**src/rtl/slicel_cfg_pkg.sv**
```systemverilog
// Shared definitions for the slicel configuration loader: FSM state encoding,
// config-bus size derivations and field offsets inside the flat config word.
package slicel_cfg_pkg;

    typedef enum logic [2:0] {
        IDLE  = 3'd0,
        LOAD  = 3'd1,
        CHECK = 3'd2,
        APPLY = 3'd3,
        DONE  = 3'd4,
        ERR   = 3'd5
    } state_e;

    // Bits of config per LUT: two truth tables of 2**base entries plus a mode bit.
    function automatic int cfg_size(input int s_xx_base);
        return 2 * (2 ** s_xx_base) + 1;
    endfunction

    function automatic int mux_lvls(input int num_luts);
        return $clog2(num_luts);
    endfunction

    function automatic int cfg_bits(input int s_xx_base, input int num_luts);
        return num_luts * cfg_size(s_xx_base) + mux_lvls(num_luts) + 1 + 2 * num_luts;
    endfunction

    function automatic int num_words(input int s_xx_base, input int num_luts, input int word_w);
        return (cfg_bits(s_xx_base, num_luts) + word_w - 1) / word_w;
    endfunction

    // Field offsets inside active[CFG_BITS-1:0]; LUT config starts at bit 0.
    function automatic int off_mux(input int s_xx_base, input int num_luts);
        return num_luts * cfg_size(s_xx_base);
    endfunction

    function automatic int off_cc(input int s_xx_base, input int num_luts);
        return off_mux(s_xx_base, num_luts) + mux_lvls(num_luts);
    endfunction

    function automatic int off_regs(input int s_xx_base, input int num_luts);
        return off_cc(s_xx_base, num_luts) + 1;
    endfunction

endpackage

```
**src/rtl/slicel_cfg_loader.sv**
```systemverilog
// Word-serial config loader for one slicel: collects a framed stream into a
// shadow register, verifies the XOR check word, then commits the frame to the
// active config bus and pulses cen for APPLY_CYCLES cycles.
module slicel_cfg_loader
    import slicel_cfg_pkg::*;
#(
    parameter int S_XX_BASE    = 4,
    parameter int NUM_LUTS     = 4,
    parameter int WORD_W       = 8,
    parameter int APPLY_CYCLES = 2
) (
    input  logic                                        clk,
    input  logic                                        rst,
    input  logic                                        start,
    input  logic [WORD_W-1:0]                           in_data,
    input  logic                                        in_valid,
    output logic                                        in_ready,
    output logic                                        cen,
    output logic [NUM_LUTS*cfg_size(S_XX_BASE)-1:0]     luts_config_in,
    output logic [mux_lvls(NUM_LUTS)-1:0]               inter_lut_mux_config,
    output logic                                        config_use_cc,
    output logic [2*NUM_LUTS-1:0]                       regs_config_in,
    output logic                                        busy,
    output logic                                        done,
    output logic                                        err
);

    localparam int CFG_SIZE  = cfg_size(S_XX_BASE);
    localparam int MUX_LVLS  = mux_lvls(NUM_LUTS);
    localparam int CFG_BITS  = cfg_bits(S_XX_BASE, NUM_LUTS);
    localparam int NUM_WORDS = num_words(S_XX_BASE, NUM_LUTS, WORD_W);
    localparam int SHADOW_W  = NUM_WORDS * WORD_W;
    localparam int OFF_MUX   = off_mux(S_XX_BASE, NUM_LUTS);
    localparam int OFF_CC    = off_cc(S_XX_BASE, NUM_LUTS);
    localparam int OFF_REGS  = off_regs(S_XX_BASE, NUM_LUTS);
    localparam int CNT_W     = $clog2(NUM_WORDS + 1);
    localparam int APC_W     = $clog2(APPLY_CYCLES + 1);

    state_e               state_q, state_d;
    logic [CNT_W-1:0]     count_q, count_d;
    logic [APC_W-1:0]     apply_cnt_q, apply_cnt_d;
    logic [WORD_W-1:0]    xor_q, xor_d;
    logic [SHADOW_W-1:0]  shadow_q, shadow_d;
    logic [CFG_BITS-1:0]  active_q, active_d;
    logic                 xfer;

    // Status and handshake come from registered state only, never from inputs.
    assign in_ready = (state_q == LOAD) || (state_q == CHECK);
    assign busy     = (state_q == LOAD) || (state_q == CHECK) || (state_q == APPLY);
    assign cen      = (state_q == APPLY);
    assign done     = (state_q == DONE);
    assign err      = (state_q == ERR);
    assign xfer     = in_valid && in_ready;

    // The slice only ever sees the committed config, never the shadow.
    assign luts_config_in       = active_q[0 +: NUM_LUTS*CFG_SIZE];
    assign inter_lut_mux_config = active_q[OFF_MUX +: MUX_LVLS];
    assign config_use_cc        = active_q[OFF_CC];
    assign regs_config_in       = active_q[OFF_REGS +: 2*NUM_LUTS];

    // Next-state and datapath updates; start outside APPLY always (re)opens a frame.
    always_comb begin
        state_d     = state_q;
        count_d     = count_q;
        apply_cnt_d = apply_cnt_q;
        xor_d       = xor_q;
        shadow_d    = shadow_q;
        active_d    = active_q;
        case (state_q)
            IDLE, DONE, ERR: begin
                if (start) begin
                    state_d = LOAD;
                    count_d = '0;
                    xor_d   = '0;
                end
            end
            LOAD: begin
                if (start) begin
                    count_d = '0;
                    xor_d   = '0;
                end else if (xfer) begin
                    shadow_d = {in_data, shadow_q[SHADOW_W-1:WORD_W]};
                    count_d  = count_q + 1'b1;
                    xor_d    = xor_q ^ in_data;
                    if (count_q == CNT_W'(NUM_WORDS - 1)) begin
                        state_d = CHECK;
                    end
                end
            end
            CHECK: begin
                if (start) begin
                    state_d = LOAD;
                    count_d = '0;
                    xor_d   = '0;
                end else if (xfer) begin
                    if (in_data == xor_q) begin
                        active_d    = shadow_q[CFG_BITS-1:0];
                        apply_cnt_d = '0;
                        state_d     = APPLY;
                    end else begin
                        state_d = ERR;
                    end
                end
            end
            APPLY: begin
                if (apply_cnt_q == APC_W'(APPLY_CYCLES - 1)) begin
                    state_d = DONE;
                end else begin
                    apply_cnt_d = apply_cnt_q + 1'b1;
                end
            end
            default: state_d = IDLE;
        endcase
    end

    // State and datapath registers; async reset drops cen immediately.
    always_ff @(posedge clk or posedge rst) begin
        if (rst) begin
            state_q     <= IDLE;
            count_q     <= '0;
            apply_cnt_q <= '0;
            xor_q       <= '0;
            shadow_q    <= '0;
            active_q    <= '0;
        end else begin
            state_q     <= state_d;
            count_q     <= count_d;
            apply_cnt_q <= apply_cnt_d;
            xor_q       <= xor_d;
            shadow_q    <= shadow_d;
            active_q    <= active_d;
        end
    end

endmodule

```
**config.mk**
```make
export PLATFORM = sky130hd
export DESIGN_NAME = slicel_cfg_loader
export DESIGN_NICKNAME = d
export VERILOG_FILES = /design/src/rtl/slicel_cfg_pkg.sv /design/src/rtl/slicel_cfg_loader.sv
export SDC_FILE = /design/constraint.sdc
export NUM_CORES = 1
export LEC_CHECK = 0
export CORE_ASPECT_RATIO = 0.7
export CORE_UTILIZATION = 50
export CTS_CLUSTER_SIZE = 25
export DETAILED_ROUTE_END_ITERATION = 12
export GPL_ROUTABILITY_DRIVEN = 0
export PLACE_DENSITY = 0.77
export SYNTH_ARGS = -nofsm -noshare
export SYNTH_HDL_FRONTEND = slang
export SYNTH_SLANG_ARGS = --single-unit
```
**constraint.sdc**
```tcl
create_clock -name clk -period 11.4 [get_ports clk]
set_input_delay 1.71 -clock clk [delete_from_list [all_inputs] [get_ports clk]]
set_output_delay 1.71 -clock clk [all_outputs]
set_load 0.05 [all_outputs]
```
==> results of run 1 <==
[power groups by stage]
stage	Clock [mW]	Sequential [mW]	Combinational [mW]
floorplan	0	1.29	0.318
global placement	0	1.34	0.390
detailed placement	0	1.34	0.401
global route	1.03	1.34	0.448
finish	0.969	1.33	0.397
CTS	0.988	1.32	0.404
[cell type report]
| cell class | count | area share |
|---|---|---|
| Clock inverter | 9 | 0.00686 |
| Tap cell | 318 | 0.0269 |
| Inverter | 5 | 0.00178 |
| Timing Repair Buffer | 165 | 0.112 |
| Clock buffer | 43 | 0.0588 |
| Multi-Input combinational cell | 673 | 0.278 |
| Sequential cell | 305 | 0.517 |
[registers in the layout, indices dropped and copies added, names as in the netlist]
signal and cells:
count_q 5, active_q 143, state_q 3, apply_cnt_q 2, shadow_q 144, xor_q 8
[synthesized netlist by cell type (2+ instances only)]
cell | n | area (sq um)
a21o_1 | 2 | 15.0
a21oi_1 | 4 | 20.0
a2bb2oi_1 | 8 | 70.1
a31o_2 | 2 | 17.5
a31oi_1 | 2 | 12.5
and3b_1 | 2 | 17.5
buf_1 | 6 | 22.5
buf_2 | 16 | 80.1
buf_6 | 6 | 67.6
clkbuf_1 | 26 | 97.6
dfrtp_1 | 305 | 7630
ha_1 | 3 | 37.5
inv_1 | 5 | 18.8
mux2_2 | 96 | 1080
mux2_4 | 48 | 721
mux2i_1 | 11 | 110
nand2_1 | 439 | 1650
nand2b_1 | 4 | 25.0
nand3_1 | 4 | 20.0
nand4_1 | 3 | 18.8
nor2_1 | 15 | 56.3
nor3_1 | 3 | 15.0
o21ai_0 | 6 | 30.0
xor2_1 | 9 | 78.8
[through the flow]
stage | util | total power [mW] | cells | hold slack [ns] | cell area (sq um)
floorplan | - | 1.61 | 1038 | 0.439 | 12000
global placement | 0.584 | 1.73 | 1466 | 0.456 | 13800
detailed placement | 0.584 | 1.74 | 1466 | 0.464 | 13800
CTS | 0.625 | 2.71 | 1518 | 0.480 | 14800
global route | 0.625 | 2.82 | 1518 | 0.497 | 14800
finish | 0.625 | 2.69 | 1518 | 0.474 | 14800
[worst min path at each step]
stage / from / end / slack (ns) / cells past startpoint
after floorplan: shadow_q[143]$_DFFE_PP0P_ / shadow_q[135]$_DFFE_PP0P_ / 0.44 / 2
after global placement: shadow_q[0]$_DFFE_PP0P_ / shadow_q[0]$_DFFE_PP0P_ / 0.46 / 2
after detailed placement: shadow_q[143]$_DFFE_PP0P_ / shadow_q[143]$_DFFE_PP0P_ / 0.46 / 2
after CTS: shadow_q[1]$_DFFE_PP0P_ / shadow_q[1]$_DFFE_PP0P_ / 0.48 / 2
after global routing: shadow_q[143]$_DFFE_PP0P_ / shadow_q[143]$_DFFE_PP0P_ / 0.50 / 2
final: shadow_q[1]$_DFFE_PP0P_ / shadow_q[1]$_DFFE_PP0P_ / 0.47 / 2
[cells by family (layout without fill, tap and decap cells)]
| group | after synthesis | in the layout | synth area share |
|---|---|---|---|
| and+or+nand+nor | 475 | 475 | 0.153 |
| DFF | 305 | 305 | 0.635 |
| muxes | 155 | 155 | 0.159 |
| buffers and inverters | 60 | 222 | 0.0245 |
| AOI/OAI and AO/OA | 30 | 30 | 0.0179 |
| xor gates and xnor gates | 10 | 10 | 0.00729 |
| adders and majority gates | 3 | 3 | 0.00312 |
[critical path, cell delays in order]
cell and delay [ns]:
clkdlybuf4s50_1 0.75, or4b_1 0.21, nor3_2 0.05, nand4_1 0.11, buf_4 0.67, buf_4 0.90
mux2_2 0.42
[per-layer routing]
metal | global-route usage | vias up | part of all wire
met2 | 0.314 | 199 | 0.45
li1 | - | 3627 | -
met3 | 0.0550 | 32 | 0.072
met5 | 0 | - | 0
met1 | 0.313 | 3871 | 0.47
met4 | 0.0369 | 0 | 0.014
==> impl_metrics.json, run 1 <==
{
  "hold_class": "reg -> reg",
  "dominantRegCellSynth": "dfrtp_1",
  "drt_iter0_markers": 605,
  "setup_tns_ns": 0,
  "worstReg2RegEnd": "active_q[66]$_DFFE_PP0P_",
  "arrival_ns": 4.86,
  "row_count": 47,
  "cts_tree": "built",
  "seq_power_share": 0.492,
  "setup_ws_ns": 6.96,
  "die_w_um": 187,
  "crit_start": "start",
  "post_cts_buffers": 0,
  "synth_edf_count": 0,
  "final_common_cell": "nand2_1",
  "rrSetupSlack_ns": 8.25,
  "maxSlewHeadroom": 0.286,
  "sw_frac_of_total": 0.292,
  "num-fill-cells": 1907,
  "htree_levels": 1,
  "initial_core_util": 0.508,
  "status": "completed",
  "cp_data_required_time_ns": 11.81,
  "finClkSkew_ns": 0.0113,
  "powerDensity_mw_per_mm2": 182,
  "place_ws_ns": 6.43,
  "coreArea_sq_mm": 0.0236,
  "io_pins": 160,
  "grt_use_total": 0.210,
  "layout.nets": 1193,
  "die_y_um": 132,
  "grt-ovfl-total": 0,
  "synthDistinctLibCells": 37,
  "hold_viol": 0,
  "ys_ff_latch": 305,
  "cts.repair.resized": 0,
  "maxCapViolCount": 0,
  "slew_viol_final": 0,
  "crit_path_end_kind": "register",
  "regArea_sq_mm": 0.00763,
  "syn-cell-area_sq_mm": 0.0120,
  "num_vias": 7729,
  "dp_hpwl_um": 15400,
  "combPwrFrac": 0.148,
  "synthArstFlopShare": 1.00,
  "tightest_slew_ns": 1.07,
  "area_growth_pct": 23.0,
  "critPathLaunchType": "primary input",
  "multi_input_area_sq_mm": 0.00410,
  "setup_viol": 0,
  "grt_pass1_vias": 7878,
  "p_leak_nw": 7.80,
  "antenna_found_initial": 0,
  "vdd_ir_drop_max_uv": 112,
  "fmax_mhz": 225,
  "path_clk_slew_ns": 0.06,
  "path_class": "in -> reg",
  "drive_gt1_frac": 0.169,
  "syn_nets": 1053,
  "avgSynthCellArea_sq_um": 11.6,
  "rsz0062_at_grt": "false",
  "reg2reg_depth": 6,
  "clkPwrFrac": 0.360,
  "dieArea_sq_mm": 0.0247,
  "routedWlPerCell_um": 16.6,
  "ys_seq_area_frac": 0.635,
  "power_switching_mw": 0.785,
  "cts_made_buffers": 28,
  "synthCells": 1038,
  "worst-path-max-fanout": 61,
  "period_share": 0.390,
  "grt_pass1_wl_um": 41800,
  "r2r_start": "state_q[1]$_DFFE_PP0P_",
  "final.min_clock_period_ns": 4.44,
  "intPower_mw": 1.91,
  "via_per_inst": 5.09,
  "cts_root_buffer": "clkbuf_16",
  "final_cell_mix": "nand2_1 (438), dfrtp_1 (305), clkdlybuf4s50_1 (159)",
  "drt-pass1-iter-count": 4,
  "io_buffers": 159,
  "clk_latency_ns": 0.53,
  "n_antenna_cell": 0,
  "clockBufferDepth": 3,
  "endpoint": "active_q[66]$_DFFE_PP0P_",
  "drt-total-wl_um": 25200,
  "drc": 0,
  "cts.sinks": 305,
  "grt_max_degree": 167,
  "cts_hold_buf": 0,
  "drtAntennaViolNets": 0,
  "yosys_warnings": 0
}
(Power assumes the default switching activity.)
==> run 2: changes to the inputs <==
==> constraint.sdc (replaced) <==
create_clock -name clk -period 4.2 [get_ports clk]
set_input_delay 0.63 -clock clk [delete_from_list [all_inputs] [get_ports clk]]
set_output_delay 0.63 -clock clk [all_outputs]
set_load 0.05 [all_outputs]
==> impl_metrics.json, run 2 (synthesized netlist as in run 1, its figures left out) <==
{
  "clk_latency_ns": 0.54,
  "vdd_ir_drop_max_uv": 332,
  "io_pins": 160,
  "grt_max_degree": 114,
  "area_growth_pct": 24.0,
  "finClkSkew_ns": 0.0108,
  "period_share": 0.715,
  "final.min_clock_period_ns": 3.00,
  "largest_register": "shadow_q",
  "crit_path_end_kind": "primary output",
  "dp_hpwl_um": 16100,
  "cp_top_family": "buffers and inverters",
  "p_leak_nw": 7.86,
  "min_path_cells": 2,
  "drtAntennaViolNets": 0,
  "drt_iter0_markers": 541,
  "final_cell_mix": "nand2_1 (438), dfrtp_1 (305), clkdlybuf4s50_1 (159)",
  "r2r_start": "state_q[1]$_DFFE_PP0P_",
  "worst_hold_startpoint": "shadow_q[2]$_DFFE_PP0P_",
  "cts_root_buffer": "clkbuf_16",
  "num-fill-cells": 1864,
  "clockBufferDepth": 3,
  "n_antenna_cell": 0,
  "htree_levels": 1,
  "num_vias": 7794,
  "crit_chain": "nand2b_1 -> nor2_1 -> clkdlybuf4s50_1",
  "fin_util": 0.631,
  "hold_viol": 0,
  "dieArea_sq_mm": 0.0247,
  "coreArea_sq_mm": 0.0236,
  "cts_hold_buf": 0,
  "grt_pass1_vias": 8077,
  "via_per_inst": 5.11,
  "sw_frac_of_total": 0.292,
  "die_y_um": 132,
  "critPathLaunchType": "register",
  "cp_data_required_time_ns": 3.57,
  "seq_power_share": 0.489,
  "rsz0062_at_grt": "false",
  "intPower_mw": 5.20,
  "grt_use_total": 0.213,
  "reg_top3": "shadow_q (144), active_q (143), xor_q (8)",
  "cts_tree": "built",
  "place_ws_ns": 1.06,
  "power_switching_mw": 2.14,
  "combPwrFrac": 0.151,
  "drt-total-wl_um": 25500,
  "maxSlewHeadroom": 0.425,
  "setup_ws_ns": 1.20,
  "status": "completed",
  "final_cell_count_no_fill": 1526,
  "slowest_delay_ns": 0.84,
  "setup_viol": 0,
  "clkPwrFrac": 0.359,
  "die_w_um": 187,
  "design_area_sq_mm": 0.0149,
  "crit_buf_inv": 1,
  "arrival_ns": 2.37,
  "row_count": 47,
  "io_buffers": 159,
  "finalPower_mw": 7.34,
  "path_clk_slew_ns": 0.06,
  "initial_core_util": 0.508,
  "worstReg2RegEnd": "active_q[92]$_DFFE_PP0P_",
  "post_cts_buffers": 0,
  "regArea_sq_mm": 0.00763,
  "dp.cells": 1476,
  "maxCapViolCount": 0,
  "cts.sinks": 305,
  "cts_made_buffers": 29,
  "hold-path-endpoint": "shadow_q[2]$_DFFE_PP0P_",
  "slew_viol_final": 0,
  "fmax_mhz": 333,
  "slowest_stage": "clkdlybuf4s50_1",
  "final_common_cell": "nand2_1",
  "rrSetupSlack_ns": 1.69,
  "largest_register_ffs": 144,
  "drt-pass1-iter-count": 5,
  "routedWlPerCell_um": 16.7,
  "path_class": "reg -> out",
  "powerDensity_mw_per_mm2": 493,
  "layout.nets": 1204,
  "worst-path-max-fanout": 17,
  "placed_cell_area_sq_mm": 0.0139,
  "drive_gt1_frac": 0.177,
  "cts.repair.resized": 0,
  "grt_pass1_wl_um": 42500,
  "tightest_slew_ns": 0.863,
  "reg2reg_depth": 5,
  "drc": 0,
  "grt-ovfl-total": 0,
  "multi_input_area_sq_mm": 0.00410,
  "antenna_found_initial": 0,
  "hold_class": "reg -> reg"
}
==> run 2: cell types whose count changed in the layout (fill, tap and decap cells not counted), moves of 2 or more <==
cell / change
buf_12: +5
buf_4: +5
clkbuf_1: -3
clkbuf_8: -3
clkinv_2: +2
clkinvlp_4: +2
==> run 2: worst register-to-register path, delay by kind of cell, from the launching register on <==
family	cells	cell delay [ns]
AND/OR/NAND/NOR	3	0.84
flip-flops	1	0.65
multiplexers	1	0.59
buffers and inverters	1	0.33
==> run 2: per-stage QoR <==
step                hold slack [ns]  TNS (ns)
floorplan                     0.439   -148.53
global placement              0.451         0
detailed placement            0.463         0
CTS                           0.479         0
global route                  0.505         0
finish                        0.472         0
==> run 2: layer usage <==
| metal | vias up | GRT usage | share of wire | wire (um) |
|---|---|---|---|---|
| li1 | 3645 | - | - | - |
| met1 | 3907 | 0.309 | 0.47 | 12000 |
| met2 | 204 | 0.319 | 0.44 | 11300 |
| met3 | 38 | 0.0652 | 0.073 | 1870 |
| met4 | 0 | 0.0405 | 0.017 | 430 |
| met5 | - | 0 | 0 | 0 |
==> run 2: final cells by class <==
| type | count | area share |
|---|---|---|
| tap | 318 | 0.0267 |
| clock inverter | 13 | 0.00999 |
| timing repair buffer | 175 | 0.120 |
| clock buffer | 37 | 0.0547 |
| inverter | 5 | 0.00151 |
| sequential | 305 | 0.512 |
| multi-input combinational | 673 | 0.275 |
==> run 2: how the worst max path moves through the flow <==
stage / from / to / cells after the start / slack [ns]
after floorplan: rst / active_q[0]$_DFFE_PP0P_ / 1 / -0.49
after global placement: start / active_q[87]$_DFFE_PP0P_ / 6 / 1.07
after detailed placement: in_data[5] / active_q[92]$_DFFE_PP0P_ / 6 / 1.06
after CTS: state_q[1]$_DFFE_PP0P_ / done / 3 / 1.18
after global routing: state_q[1]$_DFFE_PP0P_ / done / 3 / 1.13
final: state_q[1]$_DFFE_PP0P_ / err / 3 / 1.20
==> run 2: power groups by stage <==
stage                     sequential, mW  combinational, mW  clock (mW)
after detailed placement            3.64               1.12           0
after global routing                3.64               1.26        2.81
after global placement              3.62               1.08           0
after floorplan                     3.51              0.862           0
after CTS                           3.59               1.13        2.69
final                               3.59               1.11        2.64
